<file path="config.mk">
export PLATFORM = sky130hd
export DESIGN_NAME = bpu_table_scheduler
export DESIGN_NICKNAME = d
export VERILOG_FILES = /design/src/rtl/bpu_pkg.sv /design/src/rtl/bpu_update_fifo.sv /design/src/rtl/bpu_table_scheduler.sv
export SDC_FILE = /design/constraint.sdc
export NUM_CORES = 1
export LEC_CHECK = 0
export ABC_AREA = 0
export BUFFER_PORTS_ARGS = -buffer_cell sky130_fd_sc_hd__buf_2
export CAP_MARGIN = 0
export CORE_MARGIN = 2
export CORE_UTILIZATION = 45
export CTS_CLUSTER_DIAMETER = 150
export DETAILED_ROUTE_END_ITERATION = 8
export PLACE_DENSITY = 0.68
export SYNTH_ARGS = -nofsm -noshare
export SYNTH_HDL_FRONTEND = slang
export SYNTH_HIERARCHICAL = 1
export SYNTH_SLANG_ARGS = --single-unit
</file>
<file path="constraint.sdc">
create_clock -name clk -period 2.8 [get_ports clk]
set_input_delay 0.56 -clock clk [delete_from_list [all_inputs] [get_ports clk]]
set_output_delay 0.56 -clock clk [all_outputs]
set_load 0.02 [all_outputs]
</file>
<file path="src/rtl/bpu_pkg.sv">
// Shared branch-predictor definitions: scheduler states,
// branch kinds and the fetch-group index/tag slices.
package bpu_pkg;

   localparam int BPU_ADDR_W = 32;
   localparam int BPU_HASH_D = 5;
   localparam int BPU_HASH_W = 24;

   localparam logic [1:0] KIND_RET  = 2'b11;
   localparam logic [1:0] KIND_COND = 2'b01;

   typedef enum logic {
      ST_INIT = 1'b0,
      ST_RUN  = 1'b1
   } bpu_state_e;

   // One entry per 8-byte fetch group; tag sits directly above the index.
   function automatic logic [BPU_HASH_D-1:0] bpu_idx(
      input logic [BPU_ADDR_W-1:0] pc
   );
      return pc[BPU_HASH_D+2:3];
   endfunction

   function automatic logic [BPU_HASH_W-1:0] bpu_tag(
      input logic [BPU_ADDR_W-1:0] pc
   );
      return pc[BPU_HASH_W+BPU_HASH_D+2:BPU_HASH_D+3];
   endfunction

endpackage

</file>
<file path="src/rtl/bpu_update_fifo.sv">
// Small synchronous FIFO holding resolved branch updates
// until the table port is free.
module bpu_update_fifo
   import bpu_pkg::*;
#(
   parameter int DW    = 67,
   parameter int DEPTH = 4
) (
   input  logic                       clk,
   input  logic                       clr_i,
   input  logic                       push_i,
   input  logic                       pop_i,
   input  logic [DW-1:0]              din_i,
   output logic [DW-1:0]              dout_o,
   output logic [$clog2(DEPTH):0]     count_o
);

   localparam int PW = $clog2(DEPTH);

   logic [DW-1:0] mem_q [DEPTH];
   logic [PW-1:0] wr_q;
   logic [PW-1:0] rd_q;
   logic [PW:0]   cnt_q;

   always_ff @(posedge clk) begin
      if (clr_i) begin
         wr_q  <= '0;
         rd_q  <= '0;
         cnt_q <= '0;
      end else begin
         if (push_i) wr_q <= wr_q + PW'(1);
         if (pop_i)  rd_q <= rd_q + PW'(1);
         unique case ({push_i, pop_i})
            2'b10:   cnt_q <= cnt_q + (PW+1)'(1);
            2'b01:   cnt_q <= cnt_q - (PW+1)'(1);
            default: cnt_q <= cnt_q;
         endcase
      end
   end

   // Storage needs no reset; the count qualifies every read.
   always_ff @(posedge clk) begin
      if (push_i) mem_q[wr_q] <= din_i;
   end

   assign dout_o  = mem_q[rd_q];
   assign count_o = cnt_q;

endmodule

</file>
<file path="src/rtl/bpu_table_scheduler.sv">
// Single-port predictor table scheduler: init sweep, then
// arbitration between fetch lookups and queued EX updates.
module bpu_table_scheduler
   import bpu_pkg::*;
#(
   parameter int ADDR_WIDTH = 32,
   parameter int HASH_DEPTH = 5,
   parameter int HASH_WIDTH = 24,
   parameter int UQ_DEPTH   = 4,
   parameter int MAX_WAIT   = 8
) (
   input  logic                  clk,
   input  logic                  rst,
   input  logic                  lk_req,
   input  logic [ADDR_WIDTH-1:0] lk_pc,
   output logic                  lk_gnt,
   output logic                  lk_rvld,
   output logic                  fetch_stall,
   input  logic                  up_vld,
   output logic                  up_rdy,
   input  logic [ADDR_WIDTH-1:0] up_pc,
   input  logic [ADDR_WIDTH-1:0] up_target,
   input  logic [1:0]            up_kind,
   input  logic                  up_taken,
   output logic                  tbl_en,
   output logic                  tbl_we,
   output logic [HASH_DEPTH-1:0] tbl_idx,
   output logic                  tbl_wvalid,
   output logic [HASH_WIDTH-1:0] tbl_wtag,
   output logic [ADDR_WIDTH-1:0] tbl_wtarget,
   output logic [1:0]            tbl_wkind,
   output logic                  tbl_wtaken,
   output logic                  init_done
);

   localparam int DW  = 2*ADDR_WIDTH + 3;
   localparam int CW  = $clog2(UQ_DEPTH) + 1;
   localparam int AGW = $clog2(MAX_WAIT + 1);
   localparam logic [CW-1:0]  FULL_CNT = CW'(UQ_DEPTH);
   localparam logic [AGW-1:0] MAX_AGE  = AGW'(MAX_WAIT);

   bpu_state_e            state_q, state_d;
   logic [HASH_DEPTH-1:0] sweep_q, sweep_d;
   logic [AGW-1:0]        age_q, age_d;
   logic                  rvld_q;
   logic                  done_q, done_d;

   logic [DW-1:0]         hd;
   logic [ADDR_WIDTH-1:0] hd_pc;
   logic [CW-1:0]         cnt;
   logic                  push;
   logic                  pop;
   logic                  force_wr;
   logic                  unused_pc;

   bpu_update_fifo #(
      .DW    (DW),
      .DEPTH (UQ_DEPTH)
   ) u_fifo (
      .clk     (clk),
      .clr_i   (rst),
      .push_i  (push),
      .pop_i   (pop),
      .din_i   ({up_pc, up_target, up_kind, up_taken}),
      .dout_o  (hd),
      .count_o (cnt)
   );

   assign hd_pc     = hd[DW-1 -: ADDR_WIDTH];
   assign unused_pc = ^{lk_pc, hd_pc};

   assign up_rdy   = (state_q == ST_RUN) && (cnt < FULL_CNT);
   assign push     = up_vld && up_rdy;
   assign force_wr = (cnt == FULL_CNT) || (age_q >= MAX_AGE);

   always_comb begin
      state_d     = state_q;
      sweep_d     = sweep_q;
      age_d       = age_q;
      done_d      = done_q;
      pop         = 1'b0;
      lk_gnt      = 1'b0;
      tbl_en      = 1'b0;
      tbl_we      = 1'b0;
      tbl_idx     = '0;
      tbl_wvalid  = 1'b0;
      tbl_wtag    = '0;
      tbl_wtarget = '0;
      tbl_wkind   = '0;
      tbl_wtaken  = 1'b0;
      unique case (state_q)
         ST_INIT: begin
            tbl_en  = 1'b1;
            tbl_we  = 1'b1;
            tbl_idx = sweep_q;
            sweep_d = sweep_q + HASH_DEPTH'(1);
            if (sweep_q == '1) begin
               state_d = ST_RUN;
               done_d  = 1'b1;
            end
         end
         ST_RUN: begin
            // Queued updates yield to fetch unless full or stale.
            if ((cnt != '0) && (force_wr || !lk_req)) begin
               pop         = 1'b1;
               tbl_en      = 1'b1;
               tbl_we      = 1'b1;
               tbl_idx     = hd_pc[HASH_DEPTH+2:3];
               tbl_wvalid  = 1'b1;
               tbl_wtag    = hd_pc[HASH_WIDTH+HASH_DEPTH+2:HASH_DEPTH+3];
               tbl_wtarget = hd[ADDR_WIDTH+2:3];
               tbl_wkind   = hd[2:1];
               tbl_wtaken  = hd[0];
            end else if (lk_req) begin
               lk_gnt  = 1'b1;
               tbl_en  = 1'b1;
               tbl_idx = lk_pc[HASH_DEPTH+2:3];
            end
            if (pop || (cnt == '0)) begin
               age_d = '0;
            end else if (age_q < MAX_AGE) begin
               age_d = age_q + AGW'(1);
            end
         end
         default: state_d = ST_INIT;
      endcase
   end

   assign fetch_stall = lk_req && !lk_gnt;

   always_ff @(posedge clk) begin
      if (rst) begin
         state_q <= ST_INIT;
         sweep_q <= '0;
         age_q   <= '0;
         rvld_q  <= 1'b0;
         done_q  <= 1'b0;
      end else begin
         state_q <= state_d;
         sweep_q <= sweep_d;
         age_q   <= age_d;
         rvld_q  <= lk_gnt;
         done_q  <= done_d;
      end
   end

   assign lk_rvld   = rvld_q;
   assign init_done = done_q;

endmodule

</file>
### After elaboration in Yosys (flattened, before gate mapping)

Memories as Yosys holds them, arrays and structs flattened. A register that Yosys moved wholly into a read port is not among the register bits.
Cells that the tools add are included.

| word-level totals | value |
|---|---|
| register bits after elaboration | 19 |
| RAM bits | 268 |
| input port bits | 103 |
| logic and storage cells | 68 |
| memories kept | 1 |

Memories:

| name | depth | width | rd ports | clocked after memory_dff | wr ports | line | RTL |
|---|---|---|---|---|---|---|---|
| u_fifo.mem_q | 4 | 67 | 1 | 1 | 1 | bpu_update_fifo.sv:20 | `logic [DW-1:0] mem_q [DEPTH];` |

| cells by class | value |
|---|---|
| add/sub/neg operators | 6 |
| $lt $le $gt $ge | 3 |
| eq/ne operators | 4 |
| muxes and demuxes | 30 |
| bitwise logic cells | 1 |
| reduce and logical (&&, ||, !) cells | 15 |

Operators with widths:

| operator | number |
|---|---|
| 32-bit two-way mux | 2 |
| 24-bit two-way mux | 2 |
| 1-bit two-way mux | 14 |
| 5-bit two-way mux | 2 |
| 5-bit case mux with 2 select lines | 1 |
| 2-bit two-way mux | 4 |
| 4-bit two-way mux | 2 |
| 3-bit case mux with 2 select lines | 1 |
| 5-bit by 1-bit adder with 5-bit output (second input constant) | 1 |
| 5-bit == test (second input constant) | 1 |
| 2-bit by 1-bit adder with 2-bit output (second input constant) | 2 |
| 4-bit by 1-bit adder with 4-bit output (second input constant) | 1 |
| 4-bit >= comparator (second input constant) | 1 |
| 1-bit logical AND | 4 |
| 4-bit < comparator (second input constant) | 1 |
| 1-bit case mux with 2 select lines | 2 |
| 2-bit AND reduction | 2 |
| 2-bit nonzero test | 2 |
| 3-bit by 1-bit adder with 3-bit output (second input constant) | 1 |
| 3-bit == test (second input constant) | 1 |
| 3-bit zero test | 1 |
| 1-bit logical OR | 3 |
| 3-bit < comparator (second input constant) | 1 |
| 3-bit nonzero test | 1 |
| 5 further kinds | 6 |

### Logic depth before layout (Yosys ltp)

Gate-level depths: netlist of run 1.

| logic depth | value |
|---|---|
| word-level depth | 9 |
| depth in mapped cells | 11 |

### Modules after synthesis

The synthesis of run 1 kept the hierarchy.

Modules (own cells, without submodules):

| module | instances | cells each | area each (um^2) | sequential area each (um^2) |
|---|---|---|---|---|
| bpu_update_fifo | 1 | 395 | 10124.7 | 8227.9 |
| bpu_table_scheduler | 1 | 152 | 1166.1 | 240.2 |

### Worst setup path before layout of run 1

OpenSTA, ideal clock, no wires.

| timing | value |
|---|---|
| path kind | reg2reg |
| start | reg state_q |
| end | mem u_fifo.mem_q[0][0], enable pin |
| data arrival time | 2.839 ns |
| path slack | -0.471 ns |
| stages on the path, launching flop included | 6 |
| cell sequence | dfxtp_1 -> inv_1 -> clkbuf_1 -> nor2_1 -> and2_1 -> and2_1 |

| between the ends | value |
|---|---|
| cells in the longest elaborated chain, start to end | 4 |

RTL lines:

| what | line | RTL |
|---|---|---|
| start: declaration | bpu_table_scheduler.sv:42 | `bpu_state_e state_q, state_d;` |
| start signal: assignment | bpu_table_scheduler.sv:139 | `state_q <= state_d;` |
| 1-bit logical AND | bpu_table_scheduler.sv:72 | `assign up_rdy = (state_q == ST_RUN) && (cnt < FULL_CNT);` |
| named net up_rdy | bpu_table_scheduler.sv:20 | `output logic up_rdy,` |
| 1-bit logical AND | bpu_table_scheduler.sv:73 | `assign push = up_vld && up_rdy;` |
| named net push | bpu_table_scheduler.sv:51 | `logic push;` |
| 1-bit two-way mux | bpu_update_fifo.sv:43 | `if (push_i) mem_q[wr_q] <= din_i;` |
| 1-bit two-way mux (implied by the code) | bpu_update_fifo.sv:43 |  |
| end: declaration | bpu_update_fifo.sv:20 |  |

The timed path passes the listed nets, and every way through them passes these cells.

### Worst setup path in the final report of run 1

| timing | value |
|---|---|
| start | reg u_fifo.cnt_q[1], in the netlist u_fifo/count_o[1] |
| end | out tbl_wtarget[11] |

| between the ends | value |
|---|---|
| cells in the longest elaborated chain, start to end | 6 |
| elaborated cells between the ends (all ways) | 7 |
| those cells by class | eq/ne: 1; mux: 2; reduce/logical: 4 |

RTL lines:

| what | line | RTL |
|---|---|---|
| start: declaration | bpu_update_fifo.sv:23 | `logic [PW:0] cnt_q;` |
| start signal: assignment | bpu_update_fifo.sv:34 | `2'b10: cnt_q <= cnt_q + (PW+1)'(1);` |
| start signal: assignment | bpu_update_fifo.sv:35 | `2'b01: cnt_q <= cnt_q - (PW+1)'(1);` |
| start signal: assignment | bpu_update_fifo.sv:36 | `default: cnt_q <= cnt_q;` |
| 3-bit == test | bpu_table_scheduler.sv:74 | `assign force_wr = (cnt == FULL_CNT) \|\| (age_q >= MAX_AGE);` |
| 1-bit logical OR | bpu_table_scheduler.sv:74 |  |
| 1-bit logical OR | bpu_table_scheduler.sv:104 | `if ((cnt != '0) && (force_wr \|\| !lk_req)) begin` |
| 1-bit logical AND (*) | bpu_table_scheduler.sv:104 |  |
| 32-bit two-way mux (*) | bpu_table_scheduler.sv:104 |  |
| 32-bit two-way mux (*) | bpu_table_scheduler.sv:91 | `unique case (state_q)` |
| end: declaration | bpu_table_scheduler.sv:30 | `output logic [ADDR_WIDTH-1:0] tbl_wtarget,` |

Every way passes the cells marked *; elsewhere a longest branch is shown, timed or not.

==> results of run 1 <==
==> registers in the layout, indices dropped and copies added, names as in the netlist, named ones only <==
| signal | count |
|---|---|
| u_fifo/count_o | 3 |
| u_fifo/wr_q | 2 |
| lk_rvld | 1 |
| u_fifo/mem_q | 256 |
| init_done | 1 |
| state_q | 1 |
| sweep_q | 5 |
| u_fifo/rd_q | 2 |
| age_q | 4 |
==> what timing repair did <==
item | 4_1_cts | 5_1_grt
pin swaps | 1 | 0
buffers inserted | 7 | 0
endpoints found under the hold margin | 0 | 0
setup endpoints to repair | 61 | 62
resized for setup | 7 | 4
==> routing by layer <==
layer	part of all wire, %	routed length [um]	track usage (%)	vias to the layer above
met3	7.0	1440	4.506	38
li1	-	-	-	2464
met2	51	10390	28.26	162
met1	40	8295	20.37	2797
met5	0.10	21	0	-
met4	1.9	382	3.430	4
==> area by class of cell <==
class | count | share of cell area, %
clock buffers | 37 | 5.998
clock inverters | 18 | 1.535
inverters | 9 | 0.2575
multi-input cells | 218 | 19.00
flip-flops and latches | 277 | 61.87
well taps | 319 | 3.042
repair buffers | 173 | 8.297
==> critical path: stages, from the launching register on <==
cell,delay [ns]
dfxtp_2,0.35
or2_4,0.30
a211oi_4,0.26
buf_6,0.16
buf_12,0.16
and2_1,0.18
buf_2,0.17
==> path summary, 6_finish.rpt <==
kind	start	endpoint	depth (start not counted)
max	u_fifo/count_o[1]	tbl_wtarget[11]	6
min	up_target[1]	u_fifo/mem_q[0][4]	1
max reg2reg	state_q	u_fifo/count_o[2]	10
min reg2reg	init_done	init_done	2
==> power by group <==
group	total, W	switching, W	internal (W)	leakage, nW
registers	0.00452	0.00000452	0.00452	2.47
logic	0.000117	0.0000686	0.0000487	1.59
clock network	0.00385	0.00150	0.00235	0.476
==> through the flow <==
| step | instances | setup slack, ns | hold slack, ns |
|---|---|---|---|
| 2_1_floorplan | 532 | 0.07470 | 0.4588 |
| 3_3_place_gp | 989 | 0.1905 | 0.4497 |
| 3_5_place_dp | 989 | 0.2100 | 0.4558 |
| 4_1_cts | 1051 | 0.02585 | 0.1964 |
| 5_1_grt | 1051 | 0.007558 | 0.2116 |
| 6_report | 1051 | 0.1101 | 0.2247 |
==> out/results.tsv, run 1 <==
stage	metric	value	unit
place	place_area	12020	um2
cells_and_area	final_cell_mix	256 x edfxtp_1, 143 x buf_2, 64 x mux4_2	
run_status	status	finished clean	
timing	tightestPinTransition	0.4831	ns
logic_synthesis	syn_avg_cell_area	20.42	um2
clock_network	cts_buffers	30	
power	ir_worst_vdd	0.5765	mV
timing	relSlewSlack	67.79	%
global_routing	grt_start_max_net_pins	34	
worst_setup_path	cp.required	2.24	ns
detailed_routing	ant_nets	0	
cells_and_area	multi_input_area	2492	um2
clock_network	hold_buffers	0	
global_routing	gr-total-overflow	0	
global_routing	antenna_found_initial	3	
logic_synthesis	yosysWarnings	6	
clock_network	clk_pin_slew_worst_paths	0.06	ns
timing	fin_skew	0.02630	ns
timing	setup_tns	0	ns
cells_and_area	ff_latch_area	8118	um2
cells_and_area	drive_gt1_share	39.34	%
detailed_routing	routedWlPerCell	19.53	um
cells_and_area	fillers	1820	
worst_setup_path	start_kind	flop	
worst_setup_path	cp-end-kind	output port	
timing	hold_violations	0	
die	core_area	23610	um2
job	drv_cap	0	
die	rows	56	
worst_setup_path	reg2reg_slack	0.41	ns
timing	drv_slew	0	
detailed_routing	vias_per_cell	5.200	
clock_network	cts_buffer_depth	3	
min_path	hp-class	primary input to flop	
global_routing	grt_pass1_vias	5913	
die	die_w	159.4	um
place	dp_hpwl	12640	um
clock_network	cts_sinks	277	
logic_synthesis	syn_area	10860	um2
place	gp_congestion	0.7605	
cells_and_area	layout_commonest_cell	edfxtp_1	
power	power_density	647.2	nW/um2
clock_network	cts-root-buf	clkbuf_16	
cells_and_area	nets	822	
worst_setup_path	worst-setup-path-type	flop to output port	
global_routing	grt_pass1_wl	32360	um
detailed_routing	dr.pass1.iters	4	
timing	finalCritPeriodShare	96.07	%
power	p_total	0.008492	W
die	initial_utilization	46.00	%
die	die_y	159.4	um
power	p_leak	4.538	nW
cells_and_area	insertedDiodeCount	0	
cells_and_area	final_util	55.56	%
global_routing	track_usage	16.19	%
die	die_area	25400	um2
clock_network	cts_tree	yes	
logic_synthesis	syn-num-nets	645	
timing	fmax	371.8	MHz
cells_and_area	area_delta_synth_final	20.78	%
place	place.port_buffers	144	
timing	setup_viol	0	
clock_network	clkLatencyLatePin	0.55	ns
detailed_routing	dr_total_vias	5465	
worst_setup_path	arrival	2.13	ns
worst_setup_path	cp_max_fo	25	
clock_network	htreeDepth	1	
die	pin_count	175	
cells_and_area	fin_area	13120	um2
timing	rsz0062_at_grt	false	
timing	period_minus_slack	2.690	ns
detailed_routing	initialDrtViolationCount	372	
detailed_routing	routed_wl	20530	um
logic_synthesis	syn_inst	532	
detailed_routing	drcViolationCount	0	
Note: power is estimated with default switching activity, not from simulation.
==> run 2: changes to the inputs <==
Settings changed: CORE_ASPECT_RATIO set to 1.1, RECOVER_POWER set to 50.
==> run 2 against run 1 <==
  * Global-route usage is 0.29 points higher
  * Count of clock-buffer cells in the layout is 4 lower
  * Critical path depth stayed put
  * Routed wire length is 0.58% higher
  * Setup slack worse by 0.0091 ns
  * Non-clock buffer count is 3 lower
  * Critical endpoint is now tbl_wtarget[5]
  * Largest cell class unchanged
==> out/results.tsv, run 2 (same netlist as run 1, synthesis figures left out) <==
stage	metric	value	unit	change
run_status	status	finished clean		
timing	period_minus_slack	2.699	ns	+0.009080 ns
worst_setup_path	arrival	2.14	ns	about the same
timing	fmax	370.5	MHz	-0.34%
power	p_seq_share	55.4	%	+2.2 points
timing	hold_violations	0		unchanged
clock_network	cts_buffer_depth	3		unchanged
cells_and_area	insertedDiodeCount	0		unchanged
clock_network	cts-root-buf	clkbuf_16		
cells_and_area	nets	817		-0.61%
power	p_int	0.006613	W	-4.4%
worst_setup_path	cp_max_fo	23		-8.0%
place	gp_congestion	0.7748		+1.9%
die	core_area	23700	um2	+0.36%
global_routing	grt_start_max_net_pins	38		+12%
detailed_routing	drcViolationCount	0		unchanged
place	place.port_buffers	144		unchanged
detailed_routing	ant_nets	0		unchanged
worst_setup_path	worst-setup-path-type	flop to output port		
clock_network	clk_pin_slew_worst_paths	0.07	ns	about the same
timing	rsz0062_at_grt	false		
global_routing	antenna_found_initial	0		-3
die	rows	59		+5.4%
worst_setup_path	start_kind	flop		
power	swShare	18.89	%	+0.37 points
detailed_routing	vias_per_cell	5.270		+1.3%
detailed_routing	dr_total_vias	5428		-0.68%
cells_and_area	area_delta_synth_final	18.71	%	
power	p_total	0.008153	W	-4.0%
timing	finalCritPeriodShare	96.39	%	+0.32 points
timing	setup_viol	0		unchanged
power	comb_power_share	1.3	%	about the same
die	die_w	152.1	um	-4.5%
detailed_routing	initialDrtViolationCount	262		-30%
timing	fin_skew	0.008336	ns	-0.01796 ns
power	pwr-share-clk	43.3	%	-2.1 points
clock_network	cts_buffers	28		-6.7%
detailed_routing	routedWlPerCell	20.05	um	+2.6%
timing	setup_tns	0	ns	unchanged
global_routing	track_usage	16.48	%	+0.29 points
min_path	hp-class	primary input to flop		
timing	tightestPinTransition	0.8117	ns	+0.3286 ns
detailed_routing	dr.pass1.iters	4		unchanged
worst_setup_path	cp-end-kind	output port		
clock_network	htreeDepth	1		unchanged
clock_network	cts_sinks	277		unchanged
cells_and_area	top_regs	u_fifo/mem_q (256), sweep_q (5), age_q (4)		
timing	drv_slew	0		unchanged
cells_and_area	largest_reg_flops	256		unchanged
power	power_density	632.2	nW/um2	-2.3%
worst_setup_path	cp.required	2.24	ns	about the same
timing	relSlewSlack	45.89	%	-22 points
power	switchingPower	0.001540	W	-2.1%
die	pin_count	175		unchanged
die	die_y	167.0	um	+4.8%
global_routing	gr-total-overflow	0		unchanged
cells_and_area	drive_gt1_share	29.52	%	-9.8 points
die	initial_utilization	45.84	%	-0.16 points
power	ir_worst_vdd	0.5794	mV	+0.52%
global_routing	grt_pass1_vias	5991		+1.3%
die	die_area	25400	um2	about the same
place	dp_hpwl	12540	um	-0.84%
detailed_routing	routed_wl	20650	um	+0.58%
clock_network	cts_tree	yes		
global_routing	grt_pass1_wl	32910	um	+1.7%
power	p_leak	4.285	nW	-5.6%
cells_and_area	layout_commonest_cell	edfxtp_1		
cells_and_area	regMostFlops	u_fifo/mem_q		
clock_network	clkLatencyLatePin	0.53	ns	-0.02 ns
cells_and_area	final_cell_mix	256 x edfxtp_1, 76 x buf_2, 72 x clkbuf_1		
job	drv_cap	0		unchanged
[run 2: cell count changes in the layout (fill, tap and decap cells not counted), moves of 2 or more]
| cell | change |
|---|---|
| bufinv_16 | -2 |
| clkbuf_1 | +66 |
| and2_0 | +2 |
| buf_16 | +2 |
| buf_2 | -67 |
| buf_4 | -5 |
| and2_4 | -2 |
| clkinv_2 | +3 |
[run 2: power groups by stage]
stage | Combinational [W] | Sequential [W] | Clock (W)
global placement | 0.000103 | 0.00461 | 0
floorplan | 0.0000235 | 0.00461 | 0
finish | 0.000102 | 0.00452 | 0.00353
CTS | 0.000117 | 0.00452 | 0.00360
global route | 0.000117 | 0.00452 | 0.00377
detailed placement | 0.000116 | 0.00461 | 0
[run 2: through the flow]
stage	cell area, um2	hold WS (ns)	util (%)	std cells	setup slack, ns
after floorplan	10870	0.4588	-	532	0.07470
after global placement	11960	0.4474	50.49	971	0.2272
after detailed placement	11960	0.4813	50.49	971	0.2162
after CTS	12980	0.2221	54.76	1030	0.009908
after global routing	12890	0.2757	54.42	1030	0.01901
final	12890	0.2868	54.42	1030	0.1011
[run 2: critical path: stages (launching register included)]
cell and delay, ns:
dfxtp_2 0.36, or2_4 0.30, a211oi_4 0.24, buf_12 0.17, buf_16 0.17, and2_1 0.18, buf_2 0.17
[run 2: path summary, 6_finish.rpt]
path                                         from                 end  slack [ns]  depth (start not counted)
worst max register to register            state_q   u_fifo/count_o[2]        0.23                         10
worst min-delay path                 up_target[2]  u_fifo/mem_q[0][5]        0.29                          1
worst max-delay path            u_fifo/count_o[1]      tbl_wtarget[5]        0.10                          6
worst min register to register          init_done           init_done        0.49                          2
[run 2: layout make-up]
class                   count  area (um2)
well taps                 305       381.6
inverters                   9       33.78
flip-flops and latches    277        8118
clock buffers              33       740.7
repair buffers            170       992.2
fillers                  1881       10800
multi-input cells         218        2489
clock inverters            18       140.1
[run 2: what timing repair did]
item                       CTS  global route
setup endpoints to repair   61            41
hold buffers                 0             0
resized for setup            3             4
buffers inserted             7             0
cloned                       1             0
pin swaps                    1             1
[run 2: per-layer routing]
metal	track usage, %	up-vias	share of wire (%)
met2	29.06	147	51
met3	3.877	35	6.3
met1	20.65	2799	41
met5	0	-	0
li1	-	2447	-
met4	4.185	0	1.9
